<file path="src/rtl/dm_access_master_pkg.sv">
// Shared definitions for the data-memory access master: op codes, FSM states,
// byte-enable masks and small lane helpers.
package dm_access_master_pkg;

    typedef enum logic [2:0] {
        OP_LB  = 3'd0,
        OP_LH  = 3'd1,
        OP_LW  = 3'd2,
        OP_LBU = 3'd3,
        OP_LHU = 3'd4,
        OP_SB  = 3'd5,
        OP_SH  = 3'd6,
        OP_SW  = 3'd7
    } op_type_e;

    typedef enum logic [1:0] {
        ST_IDLE = 2'd0,
        ST_REQ  = 2'd1,
        ST_RESP = 2'd2,
        ST_ERR  = 2'd3
    } state_e;

    localparam logic [3:0] BE_WORD = 4'b1111;
    localparam logic [3:0] BE_HALF = 4'b0011;
    localparam logic [3:0] BE_BYTE = 4'b0001;

    function automatic logic is_store(op_type_e op);
        return (op == OP_SB) || (op == OP_SH) || (op == OP_SW);
    endfunction

    // Words need offset 0, halves need an even offset, bytes go anywhere.
    function automatic logic is_misaligned(op_type_e op, logic [1:0] off);
        case (op)
            OP_LW, OP_SW:         return off != 2'b00;
            OP_LH, OP_LHU, OP_SH: return off[0];
            default:              return 1'b0;
        endcase
    endfunction

    function automatic logic [3:0] byte_enables(op_type_e op, logic [1:0] off);
        case (op)
            OP_LW, OP_SW:         return BE_WORD;
            OP_LH, OP_LHU, OP_SH: return BE_HALF << off;
            default:              return BE_BYTE << off;
        endcase
    endfunction

    // Replicating the store data means every lane carries the right bytes,
    // so the memory only has to honour the byte enables.
    function automatic logic [31:0] replicate_wdata(op_type_e op, logic [31:0] wdata);
        case (op)
            OP_SB:   return {4{wdata[7:0]}};
            OP_SH:   return {2{wdata[15:0]}};
            default: return wdata;
        endcase
    endfunction

    function automatic logic [31:0] lane_mask(logic [3:0] be);
        return {{8{be[3]}}, {8{be[2]}}, {8{be[1]}}, {8{be[0]}}};
    endfunction

endpackage

</file>
<file path="src/rtl/dm_access_master_if.sv">
// Op-side and bus-side signals of the data-memory access master.
// master = the access master itself, slave = pipeline + memory environment.
interface dm_access_master_if;

    logic        op_valid;
    logic        op_ready;
    logic [2:0]  op_type;
    logic [31:0] op_addr;
    logic [31:0] op_wdata;
    logic [31:0] op_pc;
    logic        stall;
    logic        rd_valid;
    logic [31:0] rd_data;
    logic        st_done;
    logic        err_align;
    logic        err_tmo;
    logic        bus_req;
    logic        bus_we;
    logic [3:0]  bus_be;
    logic [31:0] bus_addr;
    logic [31:0] bus_wdata;
    logic [31:0] bus_pc;
    logic        bus_ack;
    logic [31:0] bus_rdata;

    modport master (
        input  op_valid, op_type, op_addr, op_wdata, op_pc, bus_ack, bus_rdata,
        output op_ready, stall, rd_valid, rd_data, st_done, err_align, err_tmo,
               bus_req, bus_we, bus_be, bus_addr, bus_wdata, bus_pc
    );

    modport slave (
        output op_valid, op_type, op_addr, op_wdata, op_pc, bus_ack, bus_rdata,
        input  op_ready, stall, rd_valid, rd_data, st_done, err_align, err_tmo,
               bus_req, bus_we, bus_be, bus_addr, bus_wdata, bus_pc
    );

endinterface

</file>
<file path="src/rtl/dm_load_extend.sv">
// Selects the addressed byte/half lane of a memory word and sign- or
// zero-extends it according to the load type.
module dm_load_extend
    import dm_access_master_pkg::*;
(
    input  logic [31:0] word_i,
    input  logic [1:0]  off_i,
    input  op_type_e    op_i,
    output logic [31:0] data_o
);

    logic [7:0]  byte_sel;
    logic [15:0] half_sel;

    // Lane select followed by extension; anything not a sub-word load passes the word.
    always_comb begin
        byte_sel = word_i[8*off_i +: 8];
        half_sel = off_i[1] ? word_i[31:16] : word_i[15:0];
        case (op_i)
            OP_LB:   data_o = {{24{byte_sel[7]}}, byte_sel};
            OP_LBU:  data_o = {24'h0, byte_sel};
            OP_LH:   data_o = {{16{half_sel[15]}}, half_sel};
            OP_LHU:  data_o = {16'h0, half_sel};
            default: data_o = word_i;
        endcase
    end

endmodule

</file>
<file path="src/rtl/dm_access_master.sv">
// Data-memory access master: takes one load/store at a time, issues a
// word-aligned bus request with byte enables, waits for ack (or times out)
// and returns extended load data.
// Optional: define DM_ACCESS_TRACE_EN to print a line for every acknowledged store.
module dm_access_master
    import dm_access_master_pkg::*;
#(
    parameter int TIMEOUT_CYC = 16
)
(
    input  logic               clk,
    input  logic               reset,
    dm_access_master_if.master dm
);

    localparam int CNT_W = (TIMEOUT_CYC > 2) ? $clog2(TIMEOUT_CYC) : 1;
    localparam logic [CNT_W-1:0] CNT_LAST = CNT_W'(TIMEOUT_CYC - 1);

    state_e             state_q, state_d;
    logic [CNT_W-1:0]   cnt_q, cnt_d;
    op_type_e           op_q;
    logic [1:0]         off_q;
    logic               we_q;
    logic [3:0]         be_q;
    logic [31:0]        addr_q;
    logic [31:0]        wdata_q;
    logic [31:0]        pc_q;
    logic [31:0]        rd_data_q;
    logic               err_tmo_q;

    logic               accept;
    logic               tmo;
    logic               load_ack;
    op_type_e           op_in;
    logic [31:0]        ext_data;

    assign op_in = op_type_e'(dm.op_type);

    // Next-state logic: accept in IDLE, wait for ack or timeout in REQ.
    always_comb begin
        state_d  = state_q;
        cnt_d    = cnt_q;
        accept   = 1'b0;
        tmo      = 1'b0;
        load_ack = 1'b0;
        case (state_q)
            ST_IDLE: begin
                if (dm.op_valid) begin
                    accept  = 1'b1;
                    cnt_d   = '0;
                    state_d = is_misaligned(op_in, dm.op_addr[1:0]) ? ST_ERR : ST_REQ;
                end
            end
            ST_REQ: begin
                // An ack on the limit cycle still completes the op.
                if (dm.bus_ack) begin
                    load_ack = !we_q;
                    state_d  = ST_RESP;
                end else if (cnt_q == CNT_LAST) begin
                    tmo     = 1'b1;
                    state_d = ST_IDLE;
                end else begin
                    cnt_d = cnt_q + 1'b1;
                end
            end
            ST_RESP: state_d = ST_IDLE;
            ST_ERR:  state_d = ST_IDLE;
            default: state_d = ST_IDLE;
        endcase
    end

    // State, counter and timeout pulse registers.
    always_ff @(posedge clk or negedge reset) begin
        if (!reset) begin
            state_q   <= ST_IDLE;
            cnt_q     <= '0;
            err_tmo_q <= 1'b0;
        end else begin
            state_q   <= state_d;
            cnt_q     <= cnt_d;
            err_tmo_q <= tmo;
        end
    end

    // Latch the op fields into the bus-facing registers on accept.
    always_ff @(posedge clk or negedge reset) begin
        if (!reset) begin
            op_q    <= OP_LB;
            off_q   <= 2'b00;
            we_q    <= 1'b0;
            be_q    <= 4'h0;
            addr_q  <= 32'h0;
            wdata_q <= 32'h0;
            pc_q    <= 32'h0;
        end else if (accept) begin
            op_q    <= op_in;
            off_q   <= dm.op_addr[1:0];
            we_q    <= is_store(op_in);
            be_q    <= byte_enables(op_in, dm.op_addr[1:0]);
            addr_q  <= {dm.op_addr[31:2], 2'b00};
            wdata_q <= replicate_wdata(op_in, dm.op_wdata);
            pc_q    <= dm.op_pc;
        end
    end

    dm_load_extend u_load_extend (
        .word_i (dm.bus_rdata),
        .off_i  (off_q),
        .op_i   (op_q),
        .data_o (ext_data)
    );

    // Load data is extended as it arrives and held until the next load returns.
    always_ff @(posedge clk or negedge reset) begin
        if (!reset) begin
            rd_data_q <= 32'h0;
        end else if (load_ack) begin
            rd_data_q <= ext_data;
        end
    end

`ifdef DM_ACCESS_TRACE_EN
    // Trace each acknowledged store with only its enabled lanes visible.
    always_ff @(posedge clk) begin
        if (state_q == ST_REQ && dm.bus_ack && we_q) begin
            $display("@%h: *%h <= %h", pc_q, addr_q, wdata_q & lane_mask(be_q));
        end
    end
`endif

    assign dm.op_ready  = (state_q == ST_IDLE);
    assign dm.stall     = (state_q != ST_IDLE) || dm.op_valid;
    assign dm.bus_req   = (state_q == ST_REQ);
    assign dm.bus_we    = we_q;
    assign dm.bus_be    = be_q;
    assign dm.bus_addr  = addr_q;
    assign dm.bus_wdata = wdata_q;
    assign dm.bus_pc    = pc_q;
    assign dm.rd_valid  = (state_q == ST_RESP) && !we_q;
    assign dm.st_done   = (state_q == ST_RESP) && we_q;
    assign dm.rd_data   = rd_data_q;
    assign dm.err_align = (state_q == ST_ERR);
    assign dm.err_tmo   = err_tmo_q;

endmodule

</file>
<file path="src/flat_wrapper.sv">
// flat-port wrapper written by rule: the top's interface ports become plain ports
module dm_access_master_flat import dm_access_master_pkg::*;
#(
    parameter int TIMEOUT_CYC = 16
)
  (clk, reset, dm_op_valid, dm_op_type, dm_op_addr, dm_op_wdata, dm_op_pc, dm_bus_ack, dm_bus_rdata, dm_op_ready, dm_stall, dm_rd_valid, dm_rd_data, dm_st_done, dm_err_align, dm_err_tmo, dm_bus_req, dm_bus_we, dm_bus_be, dm_bus_addr, dm_bus_wdata, dm_bus_pc);
  dm_access_master_if dm_i ();
  input  logic clk;
  input  logic reset;
  input wire logic [$bits(dm_i.op_valid)-1:0] dm_op_valid;
  input wire logic [$bits(dm_i.op_type)-1:0] dm_op_type;
  input wire logic [$bits(dm_i.op_addr)-1:0] dm_op_addr;
  input wire logic [$bits(dm_i.op_wdata)-1:0] dm_op_wdata;
  input wire logic [$bits(dm_i.op_pc)-1:0] dm_op_pc;
  input wire logic [$bits(dm_i.bus_ack)-1:0] dm_bus_ack;
  input wire logic [$bits(dm_i.bus_rdata)-1:0] dm_bus_rdata;
  output wire logic [$bits(dm_i.op_ready)-1:0] dm_op_ready;
  output wire logic [$bits(dm_i.stall)-1:0] dm_stall;
  output wire logic [$bits(dm_i.rd_valid)-1:0] dm_rd_valid;
  output wire logic [$bits(dm_i.rd_data)-1:0] dm_rd_data;
  output wire logic [$bits(dm_i.st_done)-1:0] dm_st_done;
  output wire logic [$bits(dm_i.err_align)-1:0] dm_err_align;
  output wire logic [$bits(dm_i.err_tmo)-1:0] dm_err_tmo;
  output wire logic [$bits(dm_i.bus_req)-1:0] dm_bus_req;
  output wire logic [$bits(dm_i.bus_we)-1:0] dm_bus_we;
  output wire logic [$bits(dm_i.bus_be)-1:0] dm_bus_be;
  output wire logic [$bits(dm_i.bus_addr)-1:0] dm_bus_addr;
  output wire logic [$bits(dm_i.bus_wdata)-1:0] dm_bus_wdata;
  output wire logic [$bits(dm_i.bus_pc)-1:0] dm_bus_pc;
  assign dm_i.op_valid = dm_op_valid;
  assign dm_i.op_type = dm_op_type;
  assign dm_i.op_addr = dm_op_addr;
  assign dm_i.op_wdata = dm_op_wdata;
  assign dm_i.op_pc = dm_op_pc;
  assign dm_i.bus_ack = dm_bus_ack;
  assign dm_i.bus_rdata = dm_bus_rdata;
  assign dm_op_ready = dm_i.op_ready;
  assign dm_stall = dm_i.stall;
  assign dm_rd_valid = dm_i.rd_valid;
  assign dm_rd_data = dm_i.rd_data;
  assign dm_st_done = dm_i.st_done;
  assign dm_err_align = dm_i.err_align;
  assign dm_err_tmo = dm_i.err_tmo;
  assign dm_bus_req = dm_i.bus_req;
  assign dm_bus_we = dm_i.bus_we;
  assign dm_bus_be = dm_i.bus_be;
  assign dm_bus_addr = dm_i.bus_addr;
  assign dm_bus_wdata = dm_i.bus_wdata;
  assign dm_bus_pc = dm_i.bus_pc;
  dm_access_master #(.TIMEOUT_CYC(TIMEOUT_CYC)) u_core (.clk(clk), .reset(reset), .dm(dm_i));
endmodule
</file>
<file path="config.mk">
export PLATFORM = sky130hd
export DESIGN_NAME = dm_access_master_flat
export DESIGN_NICKNAME = d
export VERILOG_FILES = /design/src/rtl/dm_access_master_pkg.sv /design/src/rtl/dm_access_master_if.sv /design/src/rtl/dm_load_extend.sv /design/src/rtl/dm_access_master.sv /design/src/flat_wrapper.sv
export SDC_FILE = /design/constraint.sdc
export NUM_CORES = 1
export LEC_CHECK = 0
export ABC_CLOCK_PERIOD_IN_PS = 2690
export CORE_UTILIZATION = 60
export DETAILED_ROUTE_END_ITERATION = 10
export DONT_BUFFER_PORTS = 1
export GPL_TIMING_DRIVEN = 0
export PLACE_DENSITY = 0.81
export SLEW_MARGIN = 5
export SYNTH_ARGS = -nofsm -noshare
export SYNTH_HDL_FRONTEND = slang
export SYNTH_SLANG_ARGS = --single-unit
</file>
<file path="constraint.sdc">
create_clock -name clk -period 2.69 [get_ports clk]
set_clock_uncertainty 0.2 [all_clocks]
set_input_delay 0.269 -clock clk [delete_from_list [all_inputs] [get_ports clk]]
set_output_delay 0.269 -clock clk [all_outputs]
set_load 0.02 [all_outputs]
</file>
* Word level (Yosys, flattened, before mapping)
Cells that the tools add are included. Widths: inputs -> output; s select.
Word-level totals: flip-flop bits (word level) 143, bits in latches 0, memory bits (writable) 0, memory bits (read-only) 0, input port bits 135, output and inout bits 140, logic and storage cells 71, memories 0
Cells by class: $add $sub $neg 1, $mul 0, div/mod/pow operators 0, $lt $le $gt $ge 0, eq/ne operators 17, shifts and indexed selects 3, multiplexer cells 23, bitwise logic cells 0, reduce and logical (&&, ||, !) cells 16
Operators with widths (count):
- $pmux 32 s4 | 1
- $pmux 32 s2 | 1
- $shiftx 32x6->8 | 1
- $mux 16 | 1
- $pmux 4 s2 | 2
- $eq 3x3->1 const B | 5
- $mux 4 | 3
- $mux 1 | 9
- $mux 2 | 4
- $eq 3x1->1 const B | 2
- $eq 3x2->1 const B | 2
- $ne 2x2->1 const B | 3
- $pmux 2 s3 | 1
- $reduce_bool 2->1 | 3
- $add 4x1->4 const B | 1
- $eq 2x2->1 const B | 2
- $eq 4x4->1 const B | 1
- $reduce_and 4->1 | 1
- $reduce_or 2->1 | 2
- $shl 1x2->4 const A | 1
- $shl 2x2->4 const A | 1
- $logic_not 3->1 | 1
- $logic_or 1x1->1 | 3
- $ne 3x2->1 const B | 1
- 7 further kinds | 8

* Longest topological paths before layout
Gate-level depths: netlist of the first run.
word-level depth 8, depth in mapped cells 7, depth with buffers taken out 6

* Cells and area by module
A second synthesis of the first run with hierarchy kept.
Second synthesis, totals: cells, all modules 710, area total of the unflattened synthesis 6784.0 um2
Modules (own cells, without submodules):
- dm_access_master | times used 1, cells each 609, area an instance 6070.8 um2, sequential area each 3578.4 um2
- dm_load_extend | times used 1, cells each 101, area an instance 713.2 um2, sequential area each 0.0 um2

* Worst setup path before layout of the first run
OpenSTA, ideal clock, no wires.
path type reg-to-reg, start point register u_core.we_q, in the netlist u_core.dm.bus_we, end point register u_core.rd_data_q[0], in the netlist u_core.dm.rd_data[0], setup time 0.122 ns, arrival time 1.678 ns, data required time 2.368 ns, setup slack 0.690 ns, cell stages (with the launch flop) 6, buffers on the path 1, clock period less this slack 2.000 ns, cells stage by stage dfrtp_1 nand4bb_1 or2_1 clkbuf_2 or4_1 o2111a_1
On the way: longest elaborated chain between the ends 3
RTL lines:
- from (decl) | RTL line dm_access_master.sv:23 | logic we_q;
- from (signal assigned) | RTL line dm_access_master.sv:98 | we_q <= is_store(op_in);
- $logic_not 1->1 | RTL line dm_access_master.sv:57 | load_ack = !we_q;
- $mux 1 | RTL line dm_access_master.sv:56 | if (dm.bus_ack) begin
- $mux 1 | RTL line dm_access_master.sv:46 | case (state_q)
- to (signal assigned) | RTL line dm_access_master.sv:118 | rd_data_q <= ext_data;
- to (decl) | RTL line dm_access_master.sv:28 | logic [31:0] rd_data_q;
No other way between the ends. A chain may end at the register's enable or synchronous reset.

* Worst setup path in the final report of the first run
start point register u_core.we_q, in the netlist u_core.dm.bus_we, end point register u_core.rd_data_q[12], in the netlist u_core.dm.rd_data[12]
Same word-level chain as after synthesis.

==> results of run 1 <==
flip-flops by register name, indices dropped and copies added, names as in the netlist:
register             cells
u_core.dm.bus_pc        32
u_core.dm.bus_wdata     32
u_core.dm.rd_data       32
u_core.dm.bus_addr      30
u_core.cnt_q             4
u_core.dm.bus_be         4
u_core.op_q              3
u_core.off_q             2
u_core.state_q           2
u_core.dm.bus_we         1
u_core.dm.err_tmo        1
final cells by class:
class                           count  area, um2
Antenna cell                        1      2.502
Buffer                             44      181.4
Clock buffer                       19      421.7
Clock inverter                     12      187.7
Fill cell                         592       1828
Inverter                           11      41.29
Multi-Input combinational cell    553       2740
Sequential cell                   143       3578
Tap cell                          136      170.2
Timing Repair Buffer              131       1311
timing repair:
action                                 4_1_cts  5_1_grt
buffers inserted                             0        0
resized for setup                            0        3
setup endpoints to repair                    0       31
endpoints found under the hold margin      278      143
where the power goes:
group,internal (mW),switching [mW],total (mW)
clock,1.51,0.931,2.44
combinational,1.15,2.04,3.19
sequential,3.18,2.09,5.27
layer usage:
layer,part of all wire,up-vias,GRT usage
met3,0.12,164,0.1398
met4,0.071,0,0.2768
met2,0.48,567,0.6558
li1,-,2818,-
met5,0,-,0
met1,0.33,3132,0.4374
metrics by stage:
| step | cell area, um2 | hold WS, ns | setup slack, ns | instances | util |
|---|---|---|---|---|---|
| after floorplan | 6538 | -0.2266 | 0.6899 | 751 | - |
| after global placement | 6708 | -0.2239 | 0.1634 | 887 | 0.6411 |
| after detailed placement | 6708 | -0.2237 | 0.1252 | 887 | 0.6411 |
| after CTS | 8628 | -0.7810 | 0.1106 | 1049 | 0.8247 |
| after global routing | 8635 | -0.7857 | 0.1514 | 1050 | 0.8253 |
| final | 8635 | -0.7645 | 0.2692 | 1050 | 0.8253 |
worst register-to-register path, cell delays in order (launching register included):
cell,delay [ns]
dfrtp_1,0.54
nand4bb_1,0.32
or2_1,0.25
clkbuf_2,0.18
a21oi_1,0.60
a21oi_1,0.17
path summary, 6_finish.rpt:
path,start,endpoint,slack [ns],cells past startpoint
worst min-delay path,reset,u_core.dm.rd_data[14]$_DFFE_PN0P_,-0.76,0
worst max register to register,u_core.dm.bus_we$_DFFE_PN0P_,u_core.dm.rd_data[12]$_DFFE_PN0P_,0.27,5
max in group asynchronous,reset,u_core.dm.rd_data[21]$_DFFE_PN0P_,2.90,0
min in group clk,dm_op_wdata[30],u_core.dm.bus_wdata[30]$_DFFE_PN0P_,0.04,4
worst max-delay path,u_core.dm.bus_we$_DFFE_PN0P_,u_core.dm.rd_data[12]$_DFFE_PN0P_,0.27,5
worst min register to register,u_core.cnt_q[2]$_DFFE_PN0P_,u_core.cnt_q[2]$_DFFE_PN0P_,0.32,1
cells in the final DEF, fill, tap and decap left out, types with 3 or more instances in the layout:
master,Yosys,layout
a21oi_1,37,37
clkbuf_1,34,35
clkbuf_16,0,16
mux2_2,8,8
nand3_1,4,4
bufinv_16,0,4
buf_2,5,5
o22ai_1,13,13
nor3_1,3,3
and2_1,5,5
o21ai_0,57,57
mux2i_1,12,12
nor2_1,44,43
a31oi_1,13,13
nand2_1,287,287
nor4_1,3,3
dlygate4sd3_1,0,131
inv_1,11,11
o21a_1,4,4
nand2b_1,8,8
or3_1,3,3
a221oi_1,5,5
a22o_1,5,5
clkinv_4,0,5
nor3b_1,4,4
o221ai_1,3,3
dfrtp_1,143,143
kinds of logic (layout without fill, tap and decap cells):
group / after synthesis / after routing
compound gates: 154 / 154
xor+xnor: 3 / 3
fa+ha+maj: 1 / 1
buf+inv: 55 / 217
flops: 143 / 143
mux: 22 / 22
other cells: 1 / 3
simple gates: 371 / 371
==> metrics.yaml, run 1 <==
global_route:
  antenna_found_initial: 1
  grt_max_degree: 144
  track_usage: 0.4012
  grt_pass1_wl_um: 34330
  grt.overflow.total: 0
  grt_pass1_vias: 6873
power_and_ir_drop:
  vdd_drop_max_mv: 0.7696
  p_total_mw: 10.91
  pwr_density_cell_nw_per_um2: 1263
  p_leak_nw: 4.010
worst_setup_path:
  path_cells: "nand4bb_1 -> or2_1 -> clkbuf_2 -> a21oi_1 -> a21oi_1"
  start_kind: "register"
  critical_path_buf_inv_count: 1
  path_max_fanout: 8
  cp_top_family: "compound AO/OA/AOI/OAI gates"
  crit_type: "register to register"
  cp_slowest_cell: "a21oi_1"
  critPathRequiredTime_ns: 2.86
  critical_path.max_stage_delay_ns: 0.60
  cp_common_cell: "a21oi_1"
  end_kind: "register"
  worstPathArrival_ns: 2.59
timing:
  final.setup.tns_ns: 0
  hold_viol: 143
  finalSetupViolations: 0
  relSlewSlack: 0.4115
  fin_crit_sh: 0.8999
  grt_setup_unrepaired: "no"
  max_slew.worst_pin.slew_ns: 0.8750
  fin_hold_ws_ns: -0.7645
  period_minus_slack_ns: 2.421
  fmax_mhz: 413.1
  drv_slew: 0
run_status:
  status: "finished, violations left"
  violations: "hold timing"
synth:
  synth_area_leaders: "dfrtp_1 (55%), nand2_1 (16%), o21ai_0 (4.4%), a21oi_1 (2.8%), nor2_1 (2.5%)"
  async_flop_share: 1.000
  synthCells: 750
  synth_flop_cell: "dfrtp_1"
  synth.distinct_cells: 54
  synth_top_area_share: 0.5477
  mappedNetlistArea_um2: 6534
  synth_compound_area_frac: 0.1432
  yosys.area_share.simple: 0.2308
  yosys.area_share.adder: 0.001915
  ys_seq_elements: 143
  synth_top_family_by_area: "simple AND/OR/NAND/NOR gates"
  synth_mux_area_frac: 0.03792
  synth_seq_area_share: 0.5477
  syn_avg_cell_area_um2: 8.712
  synth.largest_area_cell: "dfrtp_1"
  ys_warn_count: 0
  synth_common_cells: "nand2_1 (287), dfrtp_1 (143), o21ai_0 (57), nor2_1 (44), a21oi_1 (37)"
  synth_xor_area_frac: 0.004021
  yosysMostFrequentCell: "nand2_1"
  synth-edff-count: 0
clock_network:
  holdBufCountCts: 131
  path_clk_slew_ns: 0.07
  htree_levels: 4
  root_buffer: "clkbuf_8"
  cts_inserted_buffers: 17
  cts.sinks: 143
  clock_latency_ns: 0.52
  cts_tree: "built"
  cts_buffer_depth: 2
die:
  initial_utilization: 0.6245
  io_pins: 275
  core_um2: 10460
  die_w_um: 106.4
  die_h_um: 106.4
  num_rows: 37
  die_area_um2: 11310
cells_and_area:
  syn_to_final_growth_pct: 32.15
  layout-drive-gt1-share: 0.05805
  nets: 1037
detailed_routing:
  drt-vias-per-instance: 6.363
  ant_nets: 0
  vias: 6681
  wl_per_cell_um: 21.15
  drc: 0
  drt_iter0_drc: 740
  first_pass_iters: 5
  totalWireLength_um: 22210
flow_run:
  maxCapViolCount: 0
placement:
  gp_congestion: 0.9201
  numPortBuffers: 0
  hpwl_um: 13000
worst_hold_path:
  hold_path_class: "input port to asynchronous set/reset pin"
(Power assumes the default switching activity.)
==> inputs of run 2 (changes only) <==
--- a/config.mk
+++ b/config.mk
@@ -7,3 +7,3 @@
 export LEC_CHECK = 0
-export ABC_CLOCK_PERIOD_IN_PS = 2690
+export ABC_CLOCK_PERIOD_IN_PS = 3000
 export CORE_UTILIZATION = 60
==> constraint.sdc (replaced) <==
create_clock -name clk -period 3 [get_ports clk]
set_clock_uncertainty 0.2 [all_clocks]
set_input_delay 0.45 -clock clk [delete_from_list [all_inputs] [get_ports clk]]
set_output_delay 0.45 -clock clk [all_outputs]
set_load 0.02 [all_outputs]
==> run 2 against run 1 <==
  * The flow still finishes with violations (hold timing)
  * Sequential share of layout area grew 0.32 points
  * Global-route usage barely moved
  * Clock power decreased by 10%
  * Critical path type unchanged
  * Worst hold slack better by 0.18 ns
  * Combinational power shrank 11%
  * Cell area fell by 0.77%
  * Largest cell class unchanged
  * Wire length shrank 0.19%
  * Critical path depth increased by 1
==> metrics.yaml, run 2 (synthesis gave the netlist of run 1 again) <==
power_and_ir_drop:
  seq_power_share: 0.485  # +0.002
  combPwrFrac: 0.290  # -0.003
  p_leak_nw: 3.982  # -0.71%
  p_total_mw: 9.741  # -11%
  p_int_mw: 5.228  # -10%
  pwr_density_cell_nw_per_um2: 1137  # -10%
  vdd_drop_max_mv: 0.6954  # -9.6%
  pwr-share-clk: 0.225  # about the same
  net-switching-power_mw: 4.514  # -11%
  swShare: 0.4634  # -0.001103
timing:
  grt_setup_unrepaired: "no"
  final.setup.tns_ns: 0  # unchanged
  finalSetupViolations: 0  # unchanged
  fmax_mhz: 379.2  # -8.2%
  drv_slew: 0  # unchanged
  hold_viol: 143  # unchanged
  worst_slack_ns: 0.3632  # +0.09396 ns
  period_minus_slack_ns: 2.637  # +0.2160 ns
  max_slew.worst_pin.slew_ns: 0.8784  # +0.003433 ns
  fin_hold_ws_ns: -0.5838  # +0.1808 ns
  relSlewSlack: 0.4092  # -0.002309
  fin_crit_sh: 0.8789  # -0.02098
cells_and_area:
  layout-drive-gt1-share: 0.05623  # -0.001821
  antenna_cells: 0  # -1
  final_cell_area_um2: 8568  # -0.77%
  syn_to_final_growth_pct: 31.14
  layout_commonest_cell: "nand2_1"
  nets: 1031  # -0.58%
  layout_common_cells: "nand2_1 (287), dfrtp_1 (143), dlygate4sd3_1 (125)"
  fillers: 606  # +2.4%
placement:
  numPortBuffers: 0  # unchanged
  place_area_um2: 6708  # unchanged
  dp_slack_ns: 0.4352  # +0.3100 ns
  hpwl_um: 13000  # unchanged
  gp_congestion: 0.9201  # unchanged
die:
  die_h_um: 106.4  # unchanged
  core_um2: 10460  # unchanged
  num_rows: 37  # unchanged
  io_pins: 275  # unchanged
  die_area_um2: 11310  # unchanged
  die_w_um: 106.4  # unchanged
  initial_utilization: 0.6245  # unchanged
detailed_routing:
  drc: 0  # unchanged
  wl_per_cell_um: 21.25  # +0.48%
  totalWireLength_um: 22160  # -0.19%
  drt-vias-per-instance: 6.373  # +0.16%
  drt_iter0_drc: 758  # +2.4%
  vias: 6647  # -0.51%
  first_pass_iters: 6  # +1
  ant_nets: 0  # unchanged
worst_setup_path:
  critPathRequiredTime_ns: 3.21  # +0.35 ns
  start_kind: "register"
  crit_type: "register to register"
  cp_slowest_cell: "nor2_1"
  critical_path_buf_inv_count: 2  # +1
  cp_common_cell: "nand2_1"
  path_cells: "nor2_1 -> nand2_1 -> clkbuf_1 -> clkbuf_1 -> nand2_1 -> nand2_1"
  path_max_fanout: 10  # +2
  worstPathArrival_ns: 2.85  # +0.26 ns
  critical_path.max_stage_delay_ns: 0.54  # -0.06 ns
  cp_top_family: "simple AND/OR/NAND/NOR gates"
  end_kind: "register"
clock_network:
  cts_inserted_buffers: 17  # unchanged
  htree_levels: 4  # unchanged
  path_clk_slew_ns: 0.07  # about the same
  cts.sinks: 143  # unchanged
  holdBufCountCts: 125  # -4.6%
  root_buffer: "clkbuf_8"
  cts_tree: "built"
  ctsResizeCount: 0  # unchanged
  clock_latency_ns: 0.52  # about the same
  cts_buffer_depth: 2  # unchanged
global_route:
  antenna_found_initial: 1  # unchanged
  track_usage: 0.4013  # about the same
  grt_max_degree: 144  # unchanged
  grt.overflow.total: 0  # unchanged
  grt_pass1_wl_um: 34330  # unchanged
  grt_pass1_vias: 6882  # +0.13%
run_status:
  violations: "hold timing"
  status: "finished, violations left"
flow_run:
  maxCapViolCount: 0  # unchanged
worst_hold_path:
  hold_path_class: "input port to asynchronous set/reset pin"
-- run 2: per-layer routing --
layer / global-route usage / vias up / part of all wire
met1: 0.4449 / 3091 / 0.34
met4: 0.2817 / 2 / 0.069
met3: 0.1380 / 161 / 0.11
li1: - / 2803 / -
met5: 0 / - / 0.00050
met2: 0.6470 / 590 / 0.48
-- run 2: final cells by class --
cell class | count | area (um2) | area share
sequential | 143 | 3578 | 0.4176
multi-input combinational | 553 | 2738 | 0.3195
tap | 136 | 170.2 | 0.01986
clock buffer | 19 | 421.7 | 0.04921
clock inverter | 12 | 187.7 | 0.02190
inverter | 11 | 41.29 | 0.004819
buffer | 44 | 180.2 | 0.02103
timing repair buffer | 125 | 1251 | 0.1460
-- run 2: path summary, 6_finish.rpt --
check | slack, ns | to | start | depth (start not counted)
max | 0.36 | u_core.dm.bus_addr[20]$_DFFE_PN0P_ | u_core.state_q[1]$_DFFE_PN0P_ | 6
min | -0.58 | u_core.dm.rd_data[14]$_DFFE_PN0P_ | reset | 0
max reg2reg | 0.36 | u_core.dm.bus_addr[20]$_DFFE_PN0P_ | u_core.state_q[1]$_DFFE_PN0P_ | 6
min reg2reg | 0.32 | u_core.cnt_q[2]$_DFFE_PN0P_ | u_core.cnt_q[2]$_DFFE_PN0P_ | 1
max in group asynchronous | 2.93 | u_core.dm.bus_be[1]$_DFFE_PN0P_ | reset | 0
min in group clk | 0.01 | u_core.dm.rd_data[2]$_DFFE_PN0P_ | dm_bus_rdata[18] | 3
-- run 2: worst register-to-register path, cell delays in order, from the launching register on --
cell,delay (ns)
dfrtp_1,0.46
nor2_1,0.54
nand2_1,0.45
clkbuf_1,0.37
clkbuf_1,0.30
nand2_1,0.14
nand2_1,0.07
-- run 2: timing repair --
item	in CTS	in global routing
endpoints found under the hold margin	274	143
setup endpoints to repair	0	0
buffers inserted	0	0
-- run 2: power by group through the flow --
stage | logic, mW | clock network (mW) | registers (mW)
3_5_place_dp | 2.52 | 0 | 4.69
3_3_place_gp | 2.37 | 0 | 4.67
6_report | 2.83 | 2.19 | 4.72
2_1_floorplan | 1.97 | 0 | 4.43
4_1_cts | 2.66 | 2.19 | 4.68
5_1_grt | 3.13 | 2.27 | 4.80
-- run 2: through the flow --
step / utilization / cells
floorplan: - / 751
global placement: 0.6411 / 887
detailed placement: 0.6411 / 887
CTS: 0.8189 / 1043
global route: 0.8189 / 1043
finish: 0.8189 / 1043
